===== src/rtl/sd_block_writer_if.sv =====
// Host-side request and block-data bus of the SD single-block writer.
interface sd_block_writer_if;
    logic        write_req;
    logic [31:0] block_addr;
    logic [31:0] wdata;
    logic        wdata_valid;
    logic        wdata_ready;
    logic        busy;
    logic        write_complete;
    logic        error;
    logic [2:0]  err_code;

    modport master (
        output write_req, block_addr, wdata, wdata_valid,
        input  wdata_ready, busy, write_complete, error, err_code
    );

    modport slave (
        input  write_req, block_addr, wdata, wdata_valid,
        output wdata_ready, busy, write_complete, error, err_code
    );
endinterface


===== src/rtl/sd_block_writer.sv =====
// SD card single-block write (CMD24) over SPI mode 0.
// A byte-slot shifter moves 8 bits out/in per slot; the FSM picks the byte
// to send and reacts to the byte received when each slot completes.
module sd_block_writer #(
    parameter int CLK_DIV      = 4,
    parameter int BUSY_TIMEOUT = 65535
) (
    input  logic             clock,
    input  logic             reset,
    input  logic             initialized,
    sd_block_writer_if.slave bus,
    output logic             sd_clk,
    output logic             sdCs,
    output logic             sd_Data_IR,
    input  logic             sdDataBack
);
    typedef enum logic [3:0] {
        IDLE, CMD, R1, GAP, TOKEN, DATA, CRC, DRESP, BUSYW, TAIL, DONE
    } state_t;

    localparam logic [7:0]  DIV_LAST  = 8'(CLK_DIV - 1);
    localparam logic [15:0] BUSY_LAST = 16'(BUSY_TIMEOUT - 1);

    state_t      state_q, state_d;
    logic [15:0] cnt_q, cnt_d;
    logic [2:0]  err_q, err_d;
    logic [31:0] addr_q, hold_q;
    logic        hold_full_q;
    logic [7:0]  words_q;
    logic        busy_q, wc_q, error_q, cs_q;
    // byte-slot shifter
    logic        sh_act_q, sck_q, mosi_q;
    logic [7:0]  div_q, rx_q;
    logic [2:0]  bit_q;
    logic [6:0]  tx_q;

    logic        accept, wxfer, byte_done, slot_start, data_win;
    logic [7:0]  slot_byte;

    assign accept    = (state_q == IDLE) && bus.write_req && initialized;
    // last falling edge of the 8th bit; rx_q already holds the full byte
    assign byte_done = sh_act_q && sck_q && (div_q == DIV_LAST) && (bit_q == 3'd7);
    assign data_win  = (state_q == GAP) || (state_q == TOKEN) || (state_q == DATA);

    assign bus.wdata_ready    = !hold_full_q && data_win && (words_q != 8'd128);
    assign wxfer              = bus.wdata_valid && bus.wdata_ready;
    assign bus.busy           = busy_q;
    assign bus.write_complete = wc_q;
    assign bus.error          = error_q;
    assign bus.err_code       = err_q;
    assign sd_clk             = sck_q;
    assign sdCs               = cs_q;
    assign sd_Data_IR         = mosi_q;

    // FSM state register and per-state slot counter
    always_ff @(posedge clock) begin
        if (!reset) begin
            state_q <= IDLE;
            cnt_q   <= '0;
            err_q   <= '0;
        end else begin
            state_q <= state_d;
            cnt_q   <= cnt_d;
            err_q   <= err_d;
        end
    end

    // Next state: advances only when a byte slot finishes
    always_comb begin
        state_d = state_q;
        cnt_d   = cnt_q;
        err_d   = err_q;
        case (state_q)
            IDLE:  if (accept) begin state_d = CMD; cnt_d = '0; err_d = '0; end
            CMD:   if (byte_done) begin
                       if (cnt_q == 16'd5) begin state_d = R1; cnt_d = '0; end
                       else cnt_d = cnt_q + 16'd1;
                   end
            R1:    if (byte_done) begin
                       if (rx_q == 8'h00)             state_d = GAP;
                       else if (rx_q != 8'hFF)        begin state_d = TAIL; err_d = 3'd2; end
                       else if (cnt_q == 16'd7)       begin state_d = TAIL; err_d = 3'd1; end
                       else                           cnt_d = cnt_q + 16'd1;
                   end
            GAP:   if (byte_done) state_d = TOKEN;
            TOKEN: if (byte_done) begin state_d = DATA; cnt_d = '0; end
            DATA:  if (byte_done) begin
                       if (cnt_q == 16'd511) begin state_d = CRC; cnt_d = '0; end
                       else cnt_d = cnt_q + 16'd1;
                   end
            CRC:   if (byte_done) begin
                       if (cnt_q == 16'd1) state_d = DRESP;
                       else cnt_d = cnt_q + 16'd1;
                   end
            DRESP: if (byte_done) begin
                       cnt_d = '0;
                       if (rx_q[4:0] == 5'b00101) state_d = BUSYW;
                       else begin state_d = TAIL; err_d = 3'd3; end
                   end
            BUSYW: if (byte_done) begin
                       if (rx_q == 8'hFF)            state_d = TAIL;
                       else if (cnt_q == BUSY_LAST)  begin state_d = TAIL; err_d = 3'd4; end
                       else                          cnt_d = cnt_q + 16'd1;
                   end
            TAIL:  if (byte_done) state_d = DONE;
            DONE:  state_d = IDLE;
            default: state_d = IDLE;
        endcase
    end

    // Slot byte and slot start; DATA slots wait (sd_clk low) for a full holding register
    always_comb begin
        slot_byte  = 8'hFF;
        slot_start = 1'b0;
        case (state_q)
            CMD: case (cnt_q[2:0])
                     3'd0:    slot_byte = 8'h58;
                     3'd1:    slot_byte = addr_q[31:24];
                     3'd2:    slot_byte = addr_q[23:16];
                     3'd3:    slot_byte = addr_q[15:8];
                     3'd4:    slot_byte = addr_q[7:0];
                     default: slot_byte = 8'hFF;
                 endcase
            TOKEN: slot_byte = 8'hFE;
            DATA: case (cnt_q[1:0])
                      2'd0:    slot_byte = hold_q[31:24];
                      2'd1:    slot_byte = hold_q[23:16];
                      2'd2:    slot_byte = hold_q[15:8];
                      default: slot_byte = hold_q[7:0];
                  endcase
            default: slot_byte = 8'hFF;
        endcase
        if (!sh_act_q) begin
            case (state_q)
                CMD, R1, GAP, TOKEN, CRC, DRESP, BUSYW, TAIL: slot_start = 1'b1;
                DATA:    slot_start = hold_full_q;
                default: slot_start = 1'b0;
            endcase
        end
    end

    // Request bookkeeping: busy, chip select, completion pulse and sticky error
    always_ff @(posedge clock) begin
        if (!reset) begin
            addr_q  <= '0;
            busy_q  <= 1'b0;
            wc_q    <= 1'b0;
            error_q <= 1'b0;
            cs_q    <= 1'b1;
        end else begin
            wc_q <= 1'b0;
            if (accept) begin
                addr_q  <= bus.block_addr;
                busy_q  <= 1'b1;
                error_q <= 1'b0;
                cs_q    <= 1'b0;
            end
            if (state_d == TAIL && state_q != TAIL) cs_q <= 1'b1;
            if (state_q == DONE) begin
                wc_q    <= 1'b1;
                error_q <= (err_q != 3'd0);
                busy_q  <= 1'b0;
            end
        end
    end

    // Holding register: freed once its last byte is loaded into the shifter
    always_ff @(posedge clock) begin
        if (!reset) begin
            hold_q      <= '0;
            hold_full_q <= 1'b0;
            words_q     <= '0;
        end else begin
            if (accept) begin
                hold_full_q <= 1'b0;
                words_q     <= '0;
            end else if (wxfer) begin
                hold_q      <= bus.wdata;
                hold_full_q <= 1'b1;
                words_q     <= words_q + 8'd1;
            end else if (slot_start && state_q == DATA && cnt_q[1:0] == 2'd3) begin
                hold_full_q <= 1'b0;
            end
        end
    end

    // SPI mode 0 shifter: MOSI moves on falls (or idle), MISO sampled on rises
    always_ff @(posedge clock) begin
        if (!reset) begin
            sh_act_q <= 1'b0;
            sck_q    <= 1'b0;
            mosi_q   <= 1'b1;
            div_q    <= '0;
            bit_q    <= '0;
            tx_q     <= '0;
            rx_q     <= '0;
        end else if (slot_start) begin
            sh_act_q <= 1'b1;
            sck_q    <= 1'b0;
            div_q    <= '0;
            bit_q    <= '0;
            mosi_q   <= slot_byte[7];
            tx_q     <= slot_byte[6:0];
        end else if (sh_act_q) begin
            if (div_q == DIV_LAST) begin
                div_q <= '0;
                sck_q <= ~sck_q;
                if (!sck_q) begin
                    rx_q <= {rx_q[6:0], sdDataBack};
                end else if (bit_q == 3'd7) begin
                    sh_act_q <= 1'b0;
                    mosi_q   <= 1'b1;
                end else begin
                    bit_q  <= bit_q + 3'd1;
                    mosi_q <= tx_q[6];
                    tx_q   <= {tx_q[5:0], 1'b0};
                end
            end else begin
                div_q <= div_q + 8'd1;
            end
        end
    end
endmodule


===== src/flat_wrapper.sv =====
// flat-port wrapper written by rule: the top's interface ports become plain ports
module sd_block_writer_flat 
#(
    parameter int CLK_DIV      = 4,
    parameter int BUSY_TIMEOUT = 65535
)
  (clock, reset, initialized, sd_clk, sdCs, sd_Data_IR, sdDataBack, bus_write_req, bus_block_addr, bus_wdata, bus_wdata_valid, bus_wdata_ready, bus_busy, bus_write_complete, bus_error, bus_err_code);
  sd_block_writer_if bus_i ();
  input  logic clock;
  input  logic reset;
  input  logic initialized;
  output logic sd_clk;
  output logic sdCs;
  output logic sd_Data_IR;
  input  logic sdDataBack;
  input wire logic [$bits(bus_i.write_req)-1:0] bus_write_req;
  input wire logic [$bits(bus_i.block_addr)-1:0] bus_block_addr;
  input wire logic [$bits(bus_i.wdata)-1:0] bus_wdata;
  input wire logic [$bits(bus_i.wdata_valid)-1:0] bus_wdata_valid;
  output wire logic [$bits(bus_i.wdata_ready)-1:0] bus_wdata_ready;
  output wire logic [$bits(bus_i.busy)-1:0] bus_busy;
  output wire logic [$bits(bus_i.write_complete)-1:0] bus_write_complete;
  output wire logic [$bits(bus_i.error)-1:0] bus_error;
  output wire logic [$bits(bus_i.err_code)-1:0] bus_err_code;
  assign bus_i.write_req = bus_write_req;
  assign bus_i.block_addr = bus_block_addr;
  assign bus_i.wdata = bus_wdata;
  assign bus_i.wdata_valid = bus_wdata_valid;
  assign bus_wdata_ready = bus_i.wdata_ready;
  assign bus_busy = bus_i.busy;
  assign bus_write_complete = bus_i.write_complete;
  assign bus_error = bus_i.error;
  assign bus_err_code = bus_i.err_code;
  sd_block_writer #(.CLK_DIV(CLK_DIV), .BUSY_TIMEOUT(BUSY_TIMEOUT)) u_core (.clock(clock), .reset(reset), .initialized(initialized), .bus(bus_i), .sd_clk(sd_clk), .sdCs(sdCs), .sd_Data_IR(sd_Data_IR), .sdDataBack(sdDataBack));
endmodule

===== config.mk =====
export PLATFORM = sky130hd
export DESIGN_NAME = sd_block_writer_flat
export DESIGN_NICKNAME = d
export VERILOG_FILES = /design/src/rtl/sd_block_writer_if.sv /design/src/rtl/sd_block_writer.sv /design/src/flat_wrapper.sv
export SDC_FILE = /design/constraint.sdc
export NUM_CORES = 1
export LEC_CHECK = 0
export ABC_AREA = 0
export CAP_MARGIN = 25
export CORE_MARGIN = 5
export CORE_UTILIZATION = 40
export CTS_BUF_LIST = sky130_fd_sc_hd__clkbuf_4 sky130_fd_sc_hd__clkbuf_8
export DETAILED_ROUTE_END_ITERATION = 10
export GPL_TIMING_DRIVEN = 0
export PLACE_DENSITY = 0.75
export SLEW_MARGIN = 15
export SYNTH_ARGS = -nofsm -noshare
export SYNTH_HDL_FRONTEND = slang
export SYNTH_SLANG_ARGS = --single-unit

===== constraint.sdc =====
create_clock -name clock -period 2.8 [get_ports clock]
set_clock_uncertainty 0.1 [all_clocks]
set_input_delay 0.56 -clock clock [delete_from_list [all_inputs] [get_ports clock]]
set_output_delay 0.56 -clock clock [all_outputs]
set_load 0.01 [all_outputs]

# After elaboration in Yosys (flattened, before gate mapping)

Cells that the tools add are included.

Output and inout bits: 10
Flip-flop bits (word level): 129
ROM bits: 0
Word-level logic and storage cells: 188
Bits in latches: 0
Memories: 0
Memory bits (writable): 0

Bitwise logic cells: 5
Muxes and demuxes: 73
Reductions and logical operators: 40
Shifts and indexed selects: 0
Equal/unequal tests: 48
Multipliers: 0
Magnitude comparators: 0
Add/subtract/negate cells: 4
Divide/modulo/power cells: 0

Operators by type and width:

| operator                                                                | count |
|---|---|
| 16-bit 2-to-1 mux                                                       | 15 |
| 16-bit one-hot mux with 7 select lines                                  | 1 |
| 4-bit 2-to-1 mux                                                        | 18 |
| 8-bit one-hot mux with 3 select lines                                   | 2 |
| 4-bit one-hot mux with 10 select lines                                  | 1 |
| 8-bit one-hot mux with 5 select lines                                   | 1 |
| 7-bit 2-to-1 mux                                                        | 5 |
| 16-bit by 3-bit == test with 1-bit output, second input constant        | 2 |
| 3-bit 2-to-1 mux                                                        | 10 |
| 2-bit by 1-bit inequality test with 1-bit output, second input constant | 10 |
| 1-bit 2-to-1 mux                                                        | 17 |
| 16-bit by 1-bit adder with 16-bit output, second input constant         | 1 |
| 8-bit by 1-bit adder with 8-bit output, second input constant           | 2 |
| 16-bit by 1-bit == test with 1-bit output, second input constant        | 1 |
| 16-bit == test, second input constant                                   | 1 |
| 16-bit by 9-bit == test with 1-bit output, second input constant        | 1 |
| 4-bit by 3-bit == test with 1-bit output, second input constant         | 4 |
| 4-bit == test, second input constant                                    | 4 |
| 8-bit inequality test, second input constant                            | 2 |
| 2-bit inequality test, second input constant                            | 7 |
| 14-bit AND reduction                                                    | 1 |
| 3-bit one-hot mux with 4 select lines                                   | 1 |
| 4-bit AND reduction                                                     | 3 |
| 1-bit logical AND                                                       | 11 |
| other kinds (31)                                                        | 49 |

# Depth between registers and ports, before layout

Gate-level depths: netlist of the first run.

Depth after elaboration: 9
Depth in mapped cells: 10
Gate-level depth less buffers: 8

# Worst setup path before layout of the first run

No wires, ideal clock.

Kind: register to register
From: reg u_core.cnt_q[0]
To: reg u_core.cnt_q[15]
Data arrival time: 2433 ps
Setup slack: 144 ps
Setup time: 123 ps
Period minus slack after synthesis: 2656 ps
Stages on the path, launching flop included: 9
Required time: 2577 ps
Buffers on the path: 1
Cells stage by stage: dfxtp_1 > ha_1 > or4bb_1 > or4_4 > a211oi_4 > nand2_2 > buf_6 > a211oi_2 > o22ai_1

Word-level cells in the longest chain between the ends: 6

Ends and longest elaborated chain:

| element                                  | line                  | source |
|---|---|---|
| start: declaration                       | sd_block_writer.sv:25 | `logic [15:0] cnt_q, cnt_d;` |
| start signal: assignment                 | sd_block_writer.sv:63 | `cnt_q <= cnt_d;` |
| 16-bit by 1-bit adder with 16-bit output | --                    |  |
| 16-bit 2-to-1 mux                        | sd_block_writer.sv:82 | `else if (cnt_q == 16'd7) begin state_d = TAIL; err_d = 3'd1; end` |
| 16-bit 2-to-1 mux                        | sd_block_writer.sv:81 | `else if (rx_q != 8'hFF) begin state_d = TAIL; err_d = 3'd2; end` |
| 16-bit 2-to-1 mux                        | sd_block_writer.sv:80 | `if (rx_q == 8'h00) state_d = GAP;` |
| 16-bit 2-to-1 mux                        | sd_block_writer.sv:79 | `R1: if (byte_done) begin` |
| 16-bit one-hot mux with 7 select lines   | sd_block_writer.sv:73 | `case (state_q)` |

Parallel ways exist; a longest one is shown, timed or not. The select of a mux whose other input is x is not followed.
A chain may end at the register's enable or synchronous reset.

# Worst setup path in the final report of the first run

From: reg u_core.cnt_q[1]
To: reg u_core.cnt_q[3]

Same word-level chain as after synthesis.

==> impl_metrics.sql, run 1 <==
INSERT INTO impl_metrics (metric_group, metric, value, unit) VALUES
('setup_path', 'cp-startpoint', 'u_core.cnt_q[1]', ''),
('setup_path', 'rr_startpoint', 'u_core.cnt_q[1]', ''),
('clock_network', 'clk_root_buffer_cell', 'sky130_fd_sc_hd__clkbuf_8', ''),
('placed_design', 'place_congestion', '0.950', ''),
('clock_network', 'cts_tree', 'done', ''),
('sta', 'final_critical_path_setup_slack', '0.0891', 'ns'),
('logic_synthesis', 'synth.net_count', '882', ''),
('layout', 'syn2layout_area_growth', '26.1', '%'),
('setup_path', 'crit_start_category', 'register', ''),
('drt', 'drt-vias-per-instance', '5.56', ''),
('sta', 'max_clock_freq', '369', 'MHz'),
('logic_synthesis', 'synth_async_sr_flop_share', '0', '%'),
('clock_network', 'cts_htree_levels', '4', ''),
('logic_synthesis', 'synth_seq_cells', '129', ''),
('logic_synthesis', 'post_synthesis_instance_area', '0.00632', 'mm²'),
('setup_path', 'crit_path_max_fanout', '10', ''),
('logic_synthesis', 'synthFlopType', 'sky130_fd_sc_hd__dfxtp_1', ''),
('power', 'power_per_cell_area', '496', 'mW/mm²'),
('drt', 'route.antenna.remaining_nets', '0', ''),
('floorplan', 'floorplan.die_area', '0.0184', 'mm²'),
('logic_synthesis', 'post_synth_num_cell_types', '62', ''),
('power', 'power.internal', '2.97', 'mW'),
('logic_synthesis', 'synth_area_per_cell', '7.89', 'µm²'),
('layout', 'final_design_utilization', '50.7', '%'),
('power', 'cellLeakagePower', '2.72', 'nW'),
('sta', 'post-route-period-util', '96.8', '%'),
('floorplan', 'core_region_area', '0.0157', 'mm²'),
('logic_synthesis', 'yosys_warnings', '0', ''),
('sta', 'finalSetupViolations', '0', ''),
('min_path', 'worst_hold_path.num_cells', '2', ''),
('clock_network', 'cts_hold_buf', '0', ''),
('sta', 'minimum_clock_period_after_layout', '2.71', 'ns'),
('power', 'power.switching_fraction', '25.0', '%'),
('power', 'power.share.clock', '42.1', '%'),
('run', 'max_cap_viol_count', '0', ''),
('power', 'irDropWorstVdd', '0.315', 'mV'),
('placed_design', 'place_hpwl', '13300', 'µm'),
('layout', 'finalNetCount', '983', ''),
('logic_synthesis', 'synth_most_common_cell', 'sky130_fd_sc_hd__nand2_1', ''),
('logic_synthesis', 'synth_sequential_area_ratio', '40.9', '%'),
('setup_path', 'r2r_cells', '10', ''),
('layout', 'instances_no_fill', '1130', ''),
('sta', 'timing_max_transition_violations_final', '0', ''),
('logic_synthesis', 'postSynthCellCount', '801', ''),
('power', 'net-switching-power', '0.987', 'mW'),
('clock_network', 'path_clk_slew', '0.08', 'ns'),
('min_path', 'worst_hold_path_type', 'reg2reg', ''),
('floorplan', 'core.rowCount', '46', ''),
('sta', 'timing_worst_slew_pin_value', '0.682', 'ns'),
('drt', 'detail_route.first_pass.iterations', '7', ''),
('floorplan', 'die_y', '136', 'µm'),
('sta', 'setup_tns', '0', 'ns'),
('clock_network', 'cts_buffer_depth', '2', ''),
('floorplan', 'dieWidth', '136', 'µm'),
('setup_path', 'cp_data_arrival_time', '2.91', 'ns'),
('clock_network', 'numCtsBuffers', '17', ''),
('power', 'power_frac_seq', '48.2', '%'),
('placed_design', 'io_buffer_count', '79', ''),
('drt', 'totalWireLength', '18200', 'µm'),
('floorplan', 'floorplan.io_pins', '80', ''),
('logic_synthesis', 'yosys.area.top_type_share', '40.9', '%'),
('setup_path', 'endpoint', 'u_core.cnt_q[3]', ''),
('sta', 'finalHoldViolCount', '0', ''),
('layout', 'num_antenna_cells', '0', ''),
('status', 'status', 'complete, no violations', ''),
('setup_path', 'crit_type', 'reg2reg', ''),
('power', 'p_comb_share', '9.7', '%'),
('drt', 'via_count', '6284', ''),
('placed_design', 'placed_cells_incl_taps', '1097', ''),
('global_route', 'initial_antenna_violation_count', '0', ''),
('clock_network', 'clkSinkCount', '129', '');
layer usage:
layer	global-route usage (%)	routed length [µm]	vias to the layer above	part of all wire, %
li1	-	-	3081	-
met1	25.1	7920	2908	44
met2	32.5	8600	256	47
met3	4.09	1210	39	6.7
met4	7.45	466	0	2.6
met5	0	0	-	0
metrics by stage:
| stage | power [mW] | hold slack (ns) | area (µm²) |
|---|---|---|---|
| 6_report | 3.95 | 0.359 | 7970 |
| 5_1_grt | 4.09 | 0.380 | 7970 |
| 4_1_cts | 3.96 | 0.358 | 7890 |
| 3_5_place_dp | 2.31 | 0.346 | 7380 |
| 3_3_place_gp | 2.31 | 0.342 | 7380 |
| 2_1_floorplan | 2.12 | 0.332 | 6320 |
sequential cells by signal, summed over array words and instances, names as in the netlist:
signal	flops
u_core.bit_q	3
u_core.hold_full_q	1
u_core.words_q	8
u_core.bus.error	1
u_core.state_q	4
u_core.sdCs	1
u_core.bus.err_code	3
u_core.sd_Data_IR	1
u_core.div_q	8
u_core.bus.write_complete	1
u_core.hold_q	32
u_core.tx_q	7
u_core.sd_clk	1
u_core.cnt_q	16
u_core.addr_q	32
u_core.rx_q	8
u_core.sh_act_q	1
u_core.bus.busy	1
power by group through the flow:
stage / sequential, mW / combinational [mW] / clock [mW]
after detailed placement: 1.95 / 0.365 / 0
after floorplan: 1.94 / 0.185 / 0
after CTS: 1.90 / 0.376 / 1.68
after global routing: 1.91 / 0.414 / 1.76
final: 1.90 / 0.384 / 1.66
after global placement: 1.94 / 0.362 / 0
placed cells by master, fill, tap and decap left out, types with 12 or more instances in the layout:
| master | Yosys | routed |
|---|---|---|
| sky130_fd_sc_hd__nor3_1 | 17 | 16 |
| sky130_fd_sc_hd__nand3_1 | 18 | 17 |
| sky130_fd_sc_hd__a21oi_1 | 103 | 102 |
| sky130_fd_sc_hd__nor2_1 | 56 | 55 |
| sky130_fd_sc_hd__clkbuf_1 | 39 | 34 |
| sky130_fd_sc_hd__nand2_1 | 175 | 175 |
| sky130_fd_sc_hd__mux2i_1 | 12 | 12 |
| sky130_fd_sc_hd__o21ai_0 | 29 | 27 |
| sky130_fd_sc_hd__clkbuf_8 | 0 | 17 |
| sky130_fd_sc_hd__clkdlybuf4s50_1 | 0 | 79 |
| sky130_fd_sc_hd__nand4_1 | 16 | 16 |
| sky130_fd_sc_hd__dfxtp_1 | 129 | 124 |
worst max-delay path, cell delays in order (launching register included):
cell and delay [ns]:
sky130_fd_sc_hd__dfxtp_2 0.36, sky130_fd_sc_hd__inv_2 0.09, sky130_fd_sc_hd__ha_4 0.14, sky130_fd_sc_hd__or4bb_1 0.48
sky130_fd_sc_hd__or4_4 0.47, sky130_fd_sc_hd__a211oi_4 0.25, sky130_fd_sc_hd__buf_6 0.14, sky130_fd_sc_hd__nand2_2 0.07
sky130_fd_sc_hd__nand3_1 0.17, sky130_fd_sc_hd__buf_4 0.21, sky130_fd_sc_hd__o32ai_1 0.10
worst min-delay path by stage:
stage                       from                 to  slack (ns)
2_1_floorplan   u_core.addr_q[1]   u_core.addr_q[1]        0.33
3_3_place_gp    u_core.addr_q[1]   u_core.addr_q[1]        0.34
3_5_place_dp   u_core.hold_q[13]  u_core.hold_q[13]        0.35
4_1_cts        u_core.hold_q[13]  u_core.hold_q[13]        0.36
5_1_grt        u_core.hold_q[16]  u_core.hold_q[16]        0.38
6_report       u_core.addr_q[22]  u_core.addr_q[22]        0.36
cells by family (layout without fill, tap and decap cells):
family	after synthesis	in the layout	share of synthesized area [%]
buffers and inverters	63	176	4.02
xor gates and xnor gates	17	17	2.36
muxes	12	12	1.90
AOI/OAI and AO/OA	211	211	21.7
and+or+nand+nor	358	358	26.9
DFF	129	129	40.9
adders and majority gates	11	11	2.18
layout make-up:
class / instances / area [µm²]
Timing Repair Buffer: 84 / 830
Sequential cell: 129 / 2590
Clock buffer: 19 / 249
Multi-Input combinational cell: 609 / 3610
Clock inverter: 12 / 160
Buffer: 50 / 218
Fill cell: 1511 / 7750
Tap cell: 216 / 270
Inverter: 11 / 41.3
what timing repair did:
item | in CTS | in global routing
pin swaps | 2 | 1
buffers inserted | 3 | 1
resized for setup | 18 | 21
setup endpoints to repair | 26 | 24
(Power assumes the default switching activity.)
==> run 2: changes to the inputs <==
Settings changed: TNS_END_PERCENT set to 1.
==> impl_metrics.sql, run 2 (synthesized netlist as in run 1, its figures left out) <==
INSERT INTO impl_metrics (metric_group, metric, value, unit) VALUES
('status', 'status', 'complete, no violations', ''),
('layout', 'filler_cells_inserted', '1516', ''),
('layout', 'layout_commonest_cell', 'sky130_fd_sc_hd__nand2_1', ''),
('power', 'power_per_cell_area', '497', 'mW/mm²'),
('sta', 'finalHoldViolCount', '0', ''),
('setup_path', 'crit_family', 'compound AO/OA/AOI/OAI gates', ''),
('sta', 'timing_worst_slew_pin_value', '0.673', 'ns'),
('clock_network', 'path_clk_slew', '0.08', 'ns'),
('global_route', 'grt_util_all_layers', '19.6', '%'),
('global_route', 'first_global_vias', '5891', ''),
('sta', 'final_critical_path_setup_slack', '0.0122', 'ns'),
('drt', 'drt-vias-per-instance', '5.54', ''),
('power', 'cellLeakagePower', '2.71', 'nW'),
('setup_path', 'worstPathRequired', '3.01', 'ns'),
('layout', 'ff_latch_area', '0.00259', 'mm²'),
('drt', 'totalWireLength', '18100', 'µm'),
('clock_network', 'clkLatencyLatePin', '0.44', 'ns'),
('run', 'max_cap_viol_count', '0', ''),
('setup_path', 'cpMostUsedCell', 'sky130_fd_sc_hd__o21ai_0', ''),
('clock_network', 'cts_tree', 'done', ''),
('placed_design', 'io_buffer_count', '79', ''),
('sta', 'setup_tns', '0', 'ns'),
('sta', 'minimum_clock_period_after_layout', '2.79', 'ns'),
('drt', 'drcViolationCount', '0', ''),
('global_route', 'grt_max_degree', '17', ''),
('setup_path', 'regToRegEndpoint', 'u_core.tx_q[4]', ''),
('layout', 'layout_top_registers', 'u_core.addr_q x32, u_core.hold_q x32, u_core.cnt_q x16', ''),
('drt', 'detail_route.first_pass.iterations', '7', ''),
('setup_path', 'crit_path_max_fanout', '10', ''),
('sta', 'worst_hold_slack_across_all_endpoints', '0.359', 'ns'),
('power', 'total_power', '3.95', 'mW'),
('layout', 'drive_gt1_share', '9.62', '%'),
('sta', 'timing_max_transition_violations_final', '0', ''),
('power', 'irDropWorstVdd', '0.315', 'mV'),
('sta', 'grt_setup_unrepaired', 'true', ''),
('placed_design', 'place_hpwl', '13300', 'µm'),
('clock_network', 'cts_htree_levels', '4', ''),
('placed_design', 'placement.setup.worst_slack', '-0.358', 'ns'),
('floorplan', 'floorplan.io_pins', '80', ''),
('sta', 'max_clock_freq', '359', 'MHz'),
('power', 'p_comb_share', '9.7', '%'),
('power', 'net-switching-power', '0.987', 'mW'),
('setup_path', 'critical-path-slowest-cell', 'sky130_fd_sc_hd__a222oi_1', ''),
('setup_path', 'crit_start_category', 'register', ''),
('setup_path', 'worst_setup_path_end_kind', 'register', ''),
('power', 'power.internal', '2.97', 'mW'),
('clock_network', 'numCtsBuffers', '17', ''),
('floorplan', 'dieWidth', '136', 'µm'),
('setup_path', 'crit_path_cell_trace', 'clkbuf_2, inv_1, ha_1, clkbuf_1, a222oi_1, o21ai_0, o31a_1, o21ai_0, a21oi_1', ''),
('floorplan', 'die_y', '136', 'µm'),
('global_route', 'grt_overflow', '0', ''),
('setup_path', 'worstPathBufferInverterCount', '3', ''),
('power', 'power.switching_fraction', '25.0', '%'),
('floorplan', 'initial_utilization', '40.2', '%'),
('setup_path', 'cp_num_cells', '9', ''),
('power', 'power_frac_seq', '48.2', '%'),
('setup_path', 'rr_startpoint', 'u_core.cnt_q[2]', ''),
('setup_path', 'crit_type', 'reg2reg', ''),
('sta', 'finalSetupViolations', '0', ''),
('layout', 'final_cell_mix', 'sky130_fd_sc_hd__nand2_1 (175), sky130_fd_sc_hd__dfxtp_1 (125), sky130_fd_sc_hd__a21oi_1 (102)', ''),
('floorplan', 'core.rowCount', '46', ''),
('floorplan', 'floorplan.die_area', '0.0184', 'mm²'),
('layout', 'syn2layout_area_growth', '25.9', '%'),
('sta', 'max-slew-margin-rel', '55.1', '%'),
('drt', 'wl_per_cell', '16.0', 'µm'),
('floorplan', 'core_region_area', '0.0157', 'mm²'),
('layout', 'finalNetCount', '984', ''),
('min_path', 'worst_hold_path_type', 'reg2reg', ''),
('setup_path', 'cp-startpoint', 'u_core.cnt_q[2]', ''),
('setup_path', 'critical_path.max_stage_delay', '0.59', 'ns'),
('setup_path', 'cp_data_arrival_time', '2.99', 'ns'),
('drt', 'route.antenna.remaining_nets', '0', ''),
('global_route', 'initial_antenna_violation_count', '0', ''),
('clock_network', 'cts_hold_buf', '0', ''),
('setup_path', 'endpoint', 'u_core.tx_q[4]', ''),
('sta', 'post-route-period-util', '99.6', '%'),
('drt', 'via_count', '6263', ''),
('layout', 'num_antenna_cells', '0', ''),
('drt', 'drt_first_iter_violations', '550', ''),
('clock_network', 'clk_root_buffer_cell', 'sky130_fd_sc_hd__clkbuf_8', ''),
('clock_network', 'clkSinkCount', '129', ''),
('power', 'power.share.clock', '42.1', '%'),
('setup_path', 'setup.reg_to_reg.worst_slack', '0.01', 'ns'),
('setup_path', 'r2r_cells', '9', ''),
('clock_network', 'cts_buffer_depth', '2', ''),
('layout', 'multi_input_area', '0.00360', 'mm²'),
('placed_design', 'place_congestion', '0.950', ''),
('global_route', 'wire_length_of_the_first_global_routing_pass', '29000', 'µm');
## run 2: metal layers
layer	track usage (%)	up-vias	share of wire, %
met1	25.1	2909	43
met2	32.4	224	48
met5	0	-	0
met4	7.45	0	2.5
met3	4.09	41	6.4
li1	-	3089	-
## run 2: worst min path at each step
stage,start,end,slack [ns],cells past startpoint
global placement,u_core.addr_q[1],u_core.addr_q[1],0.34,2
detailed placement,u_core.hold_q[13],u_core.hold_q[13],0.35,2
global route,u_core.hold_q[16],u_core.hold_q[16],0.38,2
CTS,u_core.hold_q[13],u_core.hold_q[13],0.36,2
finish,u_core.addr_q[22],u_core.addr_q[22],0.36,2
floorplan,u_core.addr_q[1],u_core.addr_q[1],0.33,2
## run 2: worst min-delay path, stage by stage (launching register included)
cell and delay, ns:
sky130_fd_sc_hd__dfxtp_1 0.31, sky130_fd_sc_hd__nand2_1 0.05, sky130_fd_sc_hd__a21oi_1 0.05
## run 2: area by class of cell
type,instances,share of cell area (%)
multi-input combinational,609,45.2
sequential,129,32.5
timing repair buffer,84,10.4
tap,216,3.40
clock buffer,19,3.13
buffer,51,2.78
clock inverter,12,2.01
inverter,11,0.519
## run 2: per-stage QoR
stage | cell area (µm²) | std cells | util, %
floorplan | 6320 | 801 | -
global route | 7960 | 1131 | 50.6
finish | 7960 | 1131 | 50.6
detailed placement | 7380 | 1097 | 47.0
global placement | 7380 | 1096 | 47.0
CTS | 7870 | 1131 | 50.1
## run 2: power groups by stage
stage	Clock, mW	Combinational, mW	Sequential, mW
floorplan	0	0.185	1.94
global placement	0	0.362	1.94
detailed placement	0	0.365	1.95
CTS	1.68	0.375	1.90
global route	1.76	0.414	1.91
finish	1.66	0.383	1.90
## run 2: timing repair
item,4_1_cts,5_1_grt
gates resized for setup,13,22
pin swaps,2,1
setup buffers,3,1
endpoints found under the setup margin,26,26
